--- src/rtl/regfile_port_ctrl.sv ---
// regfile_port_ctrl
//   Operand-fetch front end for a register file. Accepts a request naming two
//   source registers and one destination, reads the sources from a register
//   file with one cycle of read latency, and presents a registered operand
//   bundle on a valid/ready handshake. A per-register pending scoreboard stalls
//   requests that touch a register whose result is still outstanding, and a
//   writeback arriving in the same cycle as an accept is bypassed into the
//   operands (the register file read would otherwise return the stale value).
//
// Ports
//   clk, rst                  clock, asynchronous active-high reset
//   req_valid/req_ready       request handshake
//   req_rs1/req_rs2/req_rd    source and destination register numbers
//   rf_rs1_addr/rf_rs2_addr   register-file read addresses (data next cycle)
//   rf_rs1_data/rf_rs2_data   registered read data from the register file
//   rf_rd_addr/_data/_wren    register-file write port (driven by writeback)
//   wb_valid/wb_addr/wb_data  writeback from execute, always accepted
//   op_valid/op_ready         operand bundle handshake
//   op_rs1_data/op_rs2_data   operand values
//   op_rd                     destination register of the bundle
module regfile_port_ctrl #(
  parameter int DATA_WIDTH = 32,
  parameter int REG_NUM    = 32,
  localparam int AW        = $clog2(REG_NUM)
) (
  input  logic                  clk,
  input  logic                  rst,
  input  logic                  req_valid,
  output logic                  req_ready,
  input  logic [AW-1:0]         req_rs1,
  input  logic [AW-1:0]         req_rs2,
  input  logic [AW-1:0]         req_rd,
  output logic [AW-1:0]         rf_rs1_addr,
  output logic [AW-1:0]         rf_rs2_addr,
  input  logic [DATA_WIDTH-1:0] rf_rs1_data,
  input  logic [DATA_WIDTH-1:0] rf_rs2_data,
  output logic [AW-1:0]         rf_rd_addr,
  output logic [DATA_WIDTH-1:0] rf_rd_data,
  output logic                  rf_rd_wren,
  input  logic                  wb_valid,
  input  logic [AW-1:0]         wb_addr,
  input  logic [DATA_WIDTH-1:0] wb_data,
  output logic                  op_valid,
  input  logic                  op_ready,
  output logic [DATA_WIDTH-1:0] op_rs1_data,
  output logic [DATA_WIDTH-1:0] op_rs2_data,
  output logic [AW-1:0]         op_rd
);

  typedef enum logic [1:0] {
    IDLE  = 2'd0,
    FETCH = 2'd1,
    VALID = 2'd2
  } state_t;

  localparam logic [AW-1:0] X0 = {AW{1'b0}};

  state_t                  state;
  state_t                  state_next;
  logic [REG_NUM-1:0]      pending;
  logic [REG_NUM-1:0]      pending_next;
  logic [AW-1:0]           rd_lat;
  logic                    byp1;
  logic                    byp2;
  logic [DATA_WIDTH-1:0]   byp1_data;
  logic [DATA_WIDTH-1:0]   byp2_data;
  logic                    req_hazard;
  logic                    slot_free;
  logic                    accept;

  // A register is a hazard while pending, unless its result is being written
  // back in this very cycle (then it can be taken through the bypass).
  function automatic logic is_hazard(input logic [REG_NUM-1:0] pend,
                                     input logic [AW-1:0]      r,
                                     input logic               wv,
                                     input logic [AW-1:0]      wa);
    return pend[r] & ~(wv & (wa == r));
  endfunction

  assign rf_rs1_addr = req_rs1;
  assign rf_rs2_addr = req_rs2;
  assign rf_rd_addr  = wb_addr;
  assign rf_rd_data  = wb_data;
  assign rf_rd_wren  = wb_valid & ~rst;

  assign req_hazard = is_hazard(pending, req_rs1, wb_valid, wb_addr)
                    | is_hazard(pending, req_rs2, wb_valid, wb_addr)
                    | is_hazard(pending, req_rd,  wb_valid, wb_addr);
  // The output slot is free when idle, or when the current bundle leaves now.
  assign slot_free  = (state == IDLE) | ((state == VALID) & op_ready);
  assign req_ready  = slot_free & ~req_hazard;
  assign accept     = req_valid & req_ready;

  // Next-state selection for the fetch sequencer.
  always_comb begin
    state_next = state;
    case (state)
      IDLE: begin
        if (accept) state_next = FETCH;
        else        state_next = IDLE;
      end
      FETCH: begin
        state_next = VALID;
      end
      VALID: begin
        if (op_ready) state_next = accept ? FETCH : IDLE;
        else          state_next = VALID;
      end
      default: begin
        state_next = IDLE;
      end
    endcase
  end

  // Scoreboard update: writeback clears, accept sets (set wins), x0 never pending.
  always_comb begin
    pending_next = pending;
    if (wb_valid && (wb_addr != X0)) pending_next[wb_addr] = 1'b0;
    else                             pending_next = pending_next;
    if (accept && (req_rd != X0))    pending_next[req_rd] = 1'b1;
    else                             pending_next = pending_next;
    pending_next[0] = 1'b0;
  end

  // State and scoreboard registers.
  always_ff @(posedge clk or posedge rst) begin
    if (rst) begin
      state   <= IDLE;
      pending <= {REG_NUM{1'b0}};
    end else begin
      state   <= state_next;
      pending <= pending_next;
    end
  end

  // Request capture: destination and same-cycle writeback bypass per source.
  always_ff @(posedge clk or posedge rst) begin
    if (rst) begin
      rd_lat    <= X0;
      byp1      <= 1'b0;
      byp2      <= 1'b0;
      byp1_data <= {DATA_WIDTH{1'b0}};
      byp2_data <= {DATA_WIDTH{1'b0}};
    end else if (accept) begin
      rd_lat    <= req_rd;
      byp1      <= wb_valid & (wb_addr == req_rs1) & (req_rs1 != X0);
      byp2      <= wb_valid & (wb_addr == req_rs2) & (req_rs2 != X0);
      byp1_data <= wb_data;
      byp2_data <= wb_data;
    end
  end

  // Operand bundle: loaded once in FETCH, held until the consumer takes it.
  always_ff @(posedge clk or posedge rst) begin
    if (rst) begin
      op_valid    <= 1'b0;
      op_rs1_data <= {DATA_WIDTH{1'b0}};
      op_rs2_data <= {DATA_WIDTH{1'b0}};
      op_rd       <= X0;
    end else if (state == FETCH) begin
      op_valid    <= 1'b1;
      op_rs1_data <= byp1 ? byp1_data : rf_rs1_data;
      op_rs2_data <= byp2 ? byp2_data : rf_rs2_data;
      op_rd       <= rd_lat;
    end else if ((state == VALID) && op_ready) begin
      op_valid    <= 1'b0;
    end
  end

endmodule
--- config.mk ---
export PLATFORM = sky130hd
export DESIGN_NAME = regfile_port_ctrl
export DESIGN_NICKNAME = d
export VERILOG_FILES = /design/src/rtl/regfile_port_ctrl.sv
export SDC_FILE = /design/constraint.sdc
export NUM_CORES = 1
export LEC_CHECK = 0
export CAP_MARGIN = 15
export CORE_MARGIN = 5
export CORE_UTILIZATION = 43
export CTS_CLUSTER_SIZE = 16
export DETAILED_ROUTE_END_ITERATION = 12
export PLACE_DENSITY = 0.82
export SYNTH_ARGS = -nofsm -noshare
export SYNTH_HDL_FRONTEND = slang
export SYNTH_SLANG_ARGS = --single-unit
export TNS_END_PERCENT = 50
--- constraint.sdc ---
create_clock -name clk -period 5.65 [get_ports clk]
set_input_delay 1.695 -clock clk [delete_from_list [all_inputs] [get_ports clk]]
set_output_delay 1.695 -clock clk [all_outputs]
set_load 0.05 [all_outputs]
## Word level (Yosys, flattened, before mapping)

Index checks and enable logic that the tools add are counted.

| operators by class | value |
|---|---|
| $lt $le $gt $ge | 6 |
| equal/unequal tests | 5 |
| mux-type cells | 19 |
| bitwise logic cells | 23 |
| reduce and logical (&&, ||, !) cells | 11 |

Operators with widths:

| cell | count |
|---|---|
| two-way mux 32 bit | 4 |
| bitwise AND 32 bit | 1 |
| inverter 32 bit | 1 |
| OR 32 bit | 1 |
| less-than comparator 5 x 6 -> 1 bit (second input constant) | 4 |
| nonzero test 5 bit | 4 |
| binary-select mux 1 bit (select 5 bit) | 3 |
| equality test 5 bit | 3 |
| bitwise AND 1 bit | 12 |
| demux 1 bit (select 5 bit) | 2 |
| greater-or-equal comparator 5 x 1 -> 1 bit (second input constant) | 2 |
| two-way mux 1 bit | 8 |
| case mux 2 bit (3 select lines) | 1 |
| logical AND 1 bit | 5 |
| inverter 1 bit | 5 |
| OR 1 bit | 3 |
| equality test 2 x 1 -> 1 bit (second input constant) | 1 |
| equality test 2 bit (second input constant) | 1 |
| zero test 2 bit | 1 |
| two-way mux 2 bit | 1 |
| nonzero test 2 bit | 1 |

| storage, ports and cells | value |
|---|---|
| bits in registers | 142 |
| input port bits | 121 |
| output and inout port bits | 119 |
| word-level logic and storage cells | 74 |

## Longest topological paths before layout

| depth | value |
|---|---|
| depth in word-level cells | 12 |
| depth in mapped cells | 12 |
| gate-level depth less buffers | 8 |

## Worst setup path before layout

Ideal clock, no wire load.

| timing | value |
|---|---|
| path kind | input -> output |
| from | in req_rs2[0] |
| to | out req_ready |
| arrival time | 4.054 ns |
| required time | 3.955 ns |
| setup slack | -0.099 ns |
| stages | 7 |
| path buffers | 1 |
| path through | buf_2 > mux4_2 > mux2i_1 > nor3b_1 > o21ai_0 > nand3_1 > nor3b_1 |

| between the ends | value |
|---|---|
| longest elaborated chain between the ends | 8 |
| elaborated cells between the ends (all ways) | 10 |
| classes of those cells | eq/ne: 1; mux: 2; bitwise: 7 |

Ends and longest elaborated chain:

| item | RTL line | source |
|---|---|---|
| start, declared | 31 | `input logic [AW-1:0] req_rs2,` |
| branches (longest 3 deep; another with binary-select mux 1 bit (select 5 bit)) | n/a |  |
| bitwise AND 1 bit (*) | 77 | `return pend[r] & ~(wv & (wa == r));` |
| OR 1 bit (*) | 87 | `\| is_hazard(pending, req_rs2, wb_valid, wb_addr)` |
| OR 1 bit (*) | 88 | `\| is_hazard(pending, req_rd, wb_valid, wb_addr);` |
| inverter 1 bit (*) | 91 | `assign req_ready = slot_free & ~req_hazard;` |
| bitwise AND 1 bit (*) | 91 |  |
| end, declared | 29 | `output logic req_ready,` |

Mark *: on every way between the ends. The select of a mux whose other input is x is not followed.

## Final worst setup path

| timing | value |
|---|---|
| from | in req_rd[2] |
| to | out req_ready |

| between the ends | value |
|---|---|
| longest elaborated chain between the ends | 7 |
| elaborated cells between the ends (all ways) | 9 |
| classes of those cells | eq/ne: 1; mux: 2; bitwise: 6 |

Ends and longest elaborated chain:

| item | RTL line | source |
|---|---|---|
| start, declared | 32 | `input logic [AW-1:0] req_rd,` |
| branches (longest 3 deep; another with binary-select mux 1 bit (select 5 bit)) | n/a |  |
| bitwise AND 1 bit (*) | 77 |  |
| OR 1 bit (*) | 88 |  |
| inverter 1 bit (*) | 91 |  |
| bitwise AND 1 bit (*) | 91 |  |

Marks and branches as above.

==> key figures <==
Power and ir drop
  • Leak: 0.00430 uW
  • Peak supply drop: 0.317 mV
  • Pwr Density: 511 nW/um^2

Final layout
  • Number of fillers in the final layout: 1459
  • Fraction of layout cells with a size suffix above 1: 0.147
  • N_diodes: 0
  • P&R area growth vs syn: 39.0%
  • Register area: 3560 sq um
  • Area of the multi-input gates: 3390 sq um
  • # nets final: 986

Worst setup path
  • Crit path DAT: 3.83 ns
  • Required @ worst endpoint: 3.95 ns
  • Crit end category: primary output
  • Worst Setup SP: req_rd[2]
  • Critical path class: primary input to primary output
  • CP startpoint kind: primary input
  • Crit-path slowest cell: or4b_1
  • Crit path capture: req_ready
  • Flop2flop setup slack: 2.53 ns
  • RR Startpoint: pending[2]
  • R2R depth: 8
  • Reg2Reg Capture Point: rd_lat[4]
  • Max FO, Critical Path: 6
  • Crit-path cells: clkdlybuf4s50_1 > or4b_1 > a31o_2 > a22oi_1 > nor4_2 > a31oi_1 > nor3b_2 > buf_12
  • Slowest stage delay, CP: 0.55 ns

STA
  • Setup ws final: 0.126 ns
  • Final Skew: 0.0117 ns
  • Setup tns final: 0 ns
  • Worst Max-Slew Pin Slew: 1.11 ns
  • Fmax achieved: 181 MHz
  • Hold slack: 0.478 ns
  • RSZ-0062 raised after global routing: no
  • Tmin final: 5.52 ns
  • Max Slew Vio Count: 0
  • Endpoints failing setup: 0
  • Fin. Hold Viols: 0
  • Period Utilization, post-route: 0.978
  • Relative slew slack: 0.261

Detailed routing
  • WL/cell: 20.3 microns
  • Detailed-route DRC error count: 0
  • Antenna viol nets, final: 0
  • 1st-pass router iterations: 5
  • Initial drt markers: 393
  • Via density per instance: 5.42
  • Drt total wl: 22.4 mm
  • Via count: 5983

Clocking
  • Setup Fix Bufs, Post-CTS: 0
  • Longest Clk Path Bufs: 2
  • CTS H-Tree Depth: 4
  • Clock sink count: 142
  • Clock Latency Late Sink: 0.42 ns
  • Post_cts resized: 0
  • Root Buffer: clkbuf_16
  • Cts hold-fix bufs: 0
  • CTS tree: done
  • Clock-pin slew on the worst setup and hold paths: 0.06 ns
  • CTS buffer count: 17

Synth
  • Post-synth EDFFs: 0
  • Dominant synthesized flop cell: dfrtp_1
  • Unique cell type count in the Yosys netlist: 47
  • Yosys reg bits: 142
  • Synth top area share: 0.470
  • Area leader, netlist: dfrtp_1
  • Register area share after synthesis: 0.470
  • Synth Cell Area: 7560 sq um
  • Post-synthesis cell count: 680
  • Syn_area_per_cell: 11.1 sq um
  • Async S/R FF share, synth: 1.00
  • Synth top area cells: dfrtp_1, mux2i_1, o21ai_0
  • Yosys warning total: 0
  • Synth Net Count: 801

Floorplan
  • Die area: 20300 sq um
  • Core area: 17300 sq um
  • Die width: 143 microns
  • Die Span Y: 143 microns
  • Initial Util: 0.437
  • Std-Cell Rows: 48
  • # IOs: 240

Outcome
  • Status: finished, final reports clean

Place
  • # port buffers: 239
  • GPL Wtd Cong: 0.945
  • DP HPWL: 16.0 mm
  • Setup Slack @ Placement: 0.0648 ns

Worst hold path
  • Hold Startpoint: op_rs1_data[31]
  • Min-Delay Path Class: register to register

Global routing
  • Vias in the first global route: 6085
  • Met3 Use GR: 0.0482
  • Initial antenna violation count: 0
  • GR Layer Usage met1: 0.275
  • Gr busiest metal: met2
  • Largest net degree at the start of global routing: 114
  • Gr usage total: 0.217
  • Global-route wire length before repair: 34.3 mm
  • Grt ovf: 0
  • M2 GR Usage: 0.364

Job
  • Max cap viols: 0
## how the worst min path moves through the flow
| stage | end | slack (ns) | cells after the start |
|---|---|---|---|
| 3_5_place_dp | op_rs1_data[15] | 0.47 | 2 |
| 5_1_grt | op_rs2_data[2] | 0.51 | 2 |
| 4_1_cts | op_rs2_data[5] | 0.48 | 2 |
| 3_3_place_gp | op_rs1_data[10] | 0.46 | 2 |
| 6_report | op_rs1_data[31] | 0.48 | 2 |
| 2_1_floorplan | op_valid | 0.45 | 1 |
## worst max-delay path, delay by kind of cell
| kind | cells | cell delay [ns] |
|---|---|---|
| buffers and inverters | 2 | 0.65 |
| AO/OA/AOI/OAI | 3 | 0.73 |
| AND/OR/NAND/NOR | 3 | 0.72 |
## synth_stat cells, types with 3 or more instances
| master | instances |
|---|---|
| dfrtp_1 | 142 |
| o21ai_0 | 99 |
| mux2i_1 | 77 |
| nand2_1 | 73 |
| buf_4 | 48 |
| o31ai_1 | 31 |
| clkbuf_1 | 29 |
| mux2_2 | 20 |
| mux2_4 | 20 |
| mux4_2 | 16 |
| xor2_1 | 12 |
| buf_2 | 10 |
| mux2_1 | 9 |
| nand3b_1 | 9 |
| buf_1 | 8 |
| nand3_1 | 8 |
| nor2_1 | 6 |
| a21oi_1 | 5 |
| buf_6 | 5 |
| nand2b_1 | 5 |
| inv_1 | 4 |
| nor4_1 | 4 |
| or3b_2 | 4 |
| nor2b_1 | 3 |
| nor3_1 | 3 |
| nor3b_1 | 3 |
| or3_1 | 3 |
| xnor2_1 | 3 |
## routing by layer
layer / part of all wire / vias up
li1: - / 2777
met1: 0.41 / 2896
met2: 0.49 / 251
met3: 0.065 / 59
met4: 0.029 / 0
met5: 0 / -
## cell families after synthesis
kind of cell / synth area share
AO/OA/AOI/OAI: 0.113
XOR/XNOR: 0.0174
buffers and inverters: 0.0832
flip-flops: 0.470
multiplexers: 0.232
AND/OR/NAND/NOR: 0.0837
## registers in the layout, summed over array words and instances (netlist names)
signal,flops
byp2_data,32
op_rs1_data,32
op_rs2_data,32
pending,31
op_rd,5
rd_lat,5
state,2
byp1,1
byp2,1
op_valid,1
## through the flow
stage                     std cells   util  power, uW  cell area [sq um]
after floorplan                 680      -       3310               7570
after CTS                      1103  0.608       5430              10500
final                          1103  0.608       5380              10500
after detailed placement       1071  0.571       4190               9880
after global placement         1071  0.571       4140               9880
after global routing           1103  0.608       5640              10500
## layout make-up
class | instances | share of cell area
multi-input cells | 433 | 0.323
repair buffers | 266 | 0.249
flip-flops and latches | 142 | 0.338
inverters | 5 | 0.00274
clock buffers | 18 | 0.0408
clock inverters | 14 | 0.0196
well taps | 225 | 0.0268
## where the power goes
group	switching, uW	leakage, uW	internal [uW]
Combinational	1470	0.00223	907
Clock	453	0.000305	750
Sequential	338	0.00176	1460
Total	2260	0.00430	3110
## layout by cell type (no fill, tap or decap), types with 2 or more instances in the layout
cell               n
clkdlybuf4s50_1  237
dfrtp_1          140
o21ai_0           97
mux2i_1           77
nand2_1           73
o31ai_1           31
buf_4             26
mux2_2            20
mux2_4            20
clkbuf_16         17
mux4_2            16
xor2_1            12
nand3b_1           9
mux2_1             9
nand3_1            8
nor2_1             6
a21oi_1            5
inv_6              5
nor4_1             4
or3b_2             4
nand2b_1           4
bufinv_16          4
xnor2_1            3
nor2b_1            3
nor3_1             3
inv_1              3
o22ai_1            2
nor3b_1            2
a41oi_1            2
o21ai_1            2
or3_1              2
dfrtp_2            2
clkinv_4           2
clkinvlp_4         2
inv_8              2
buf_12             2
Note: power is estimated with default switching activity, not from simulation.
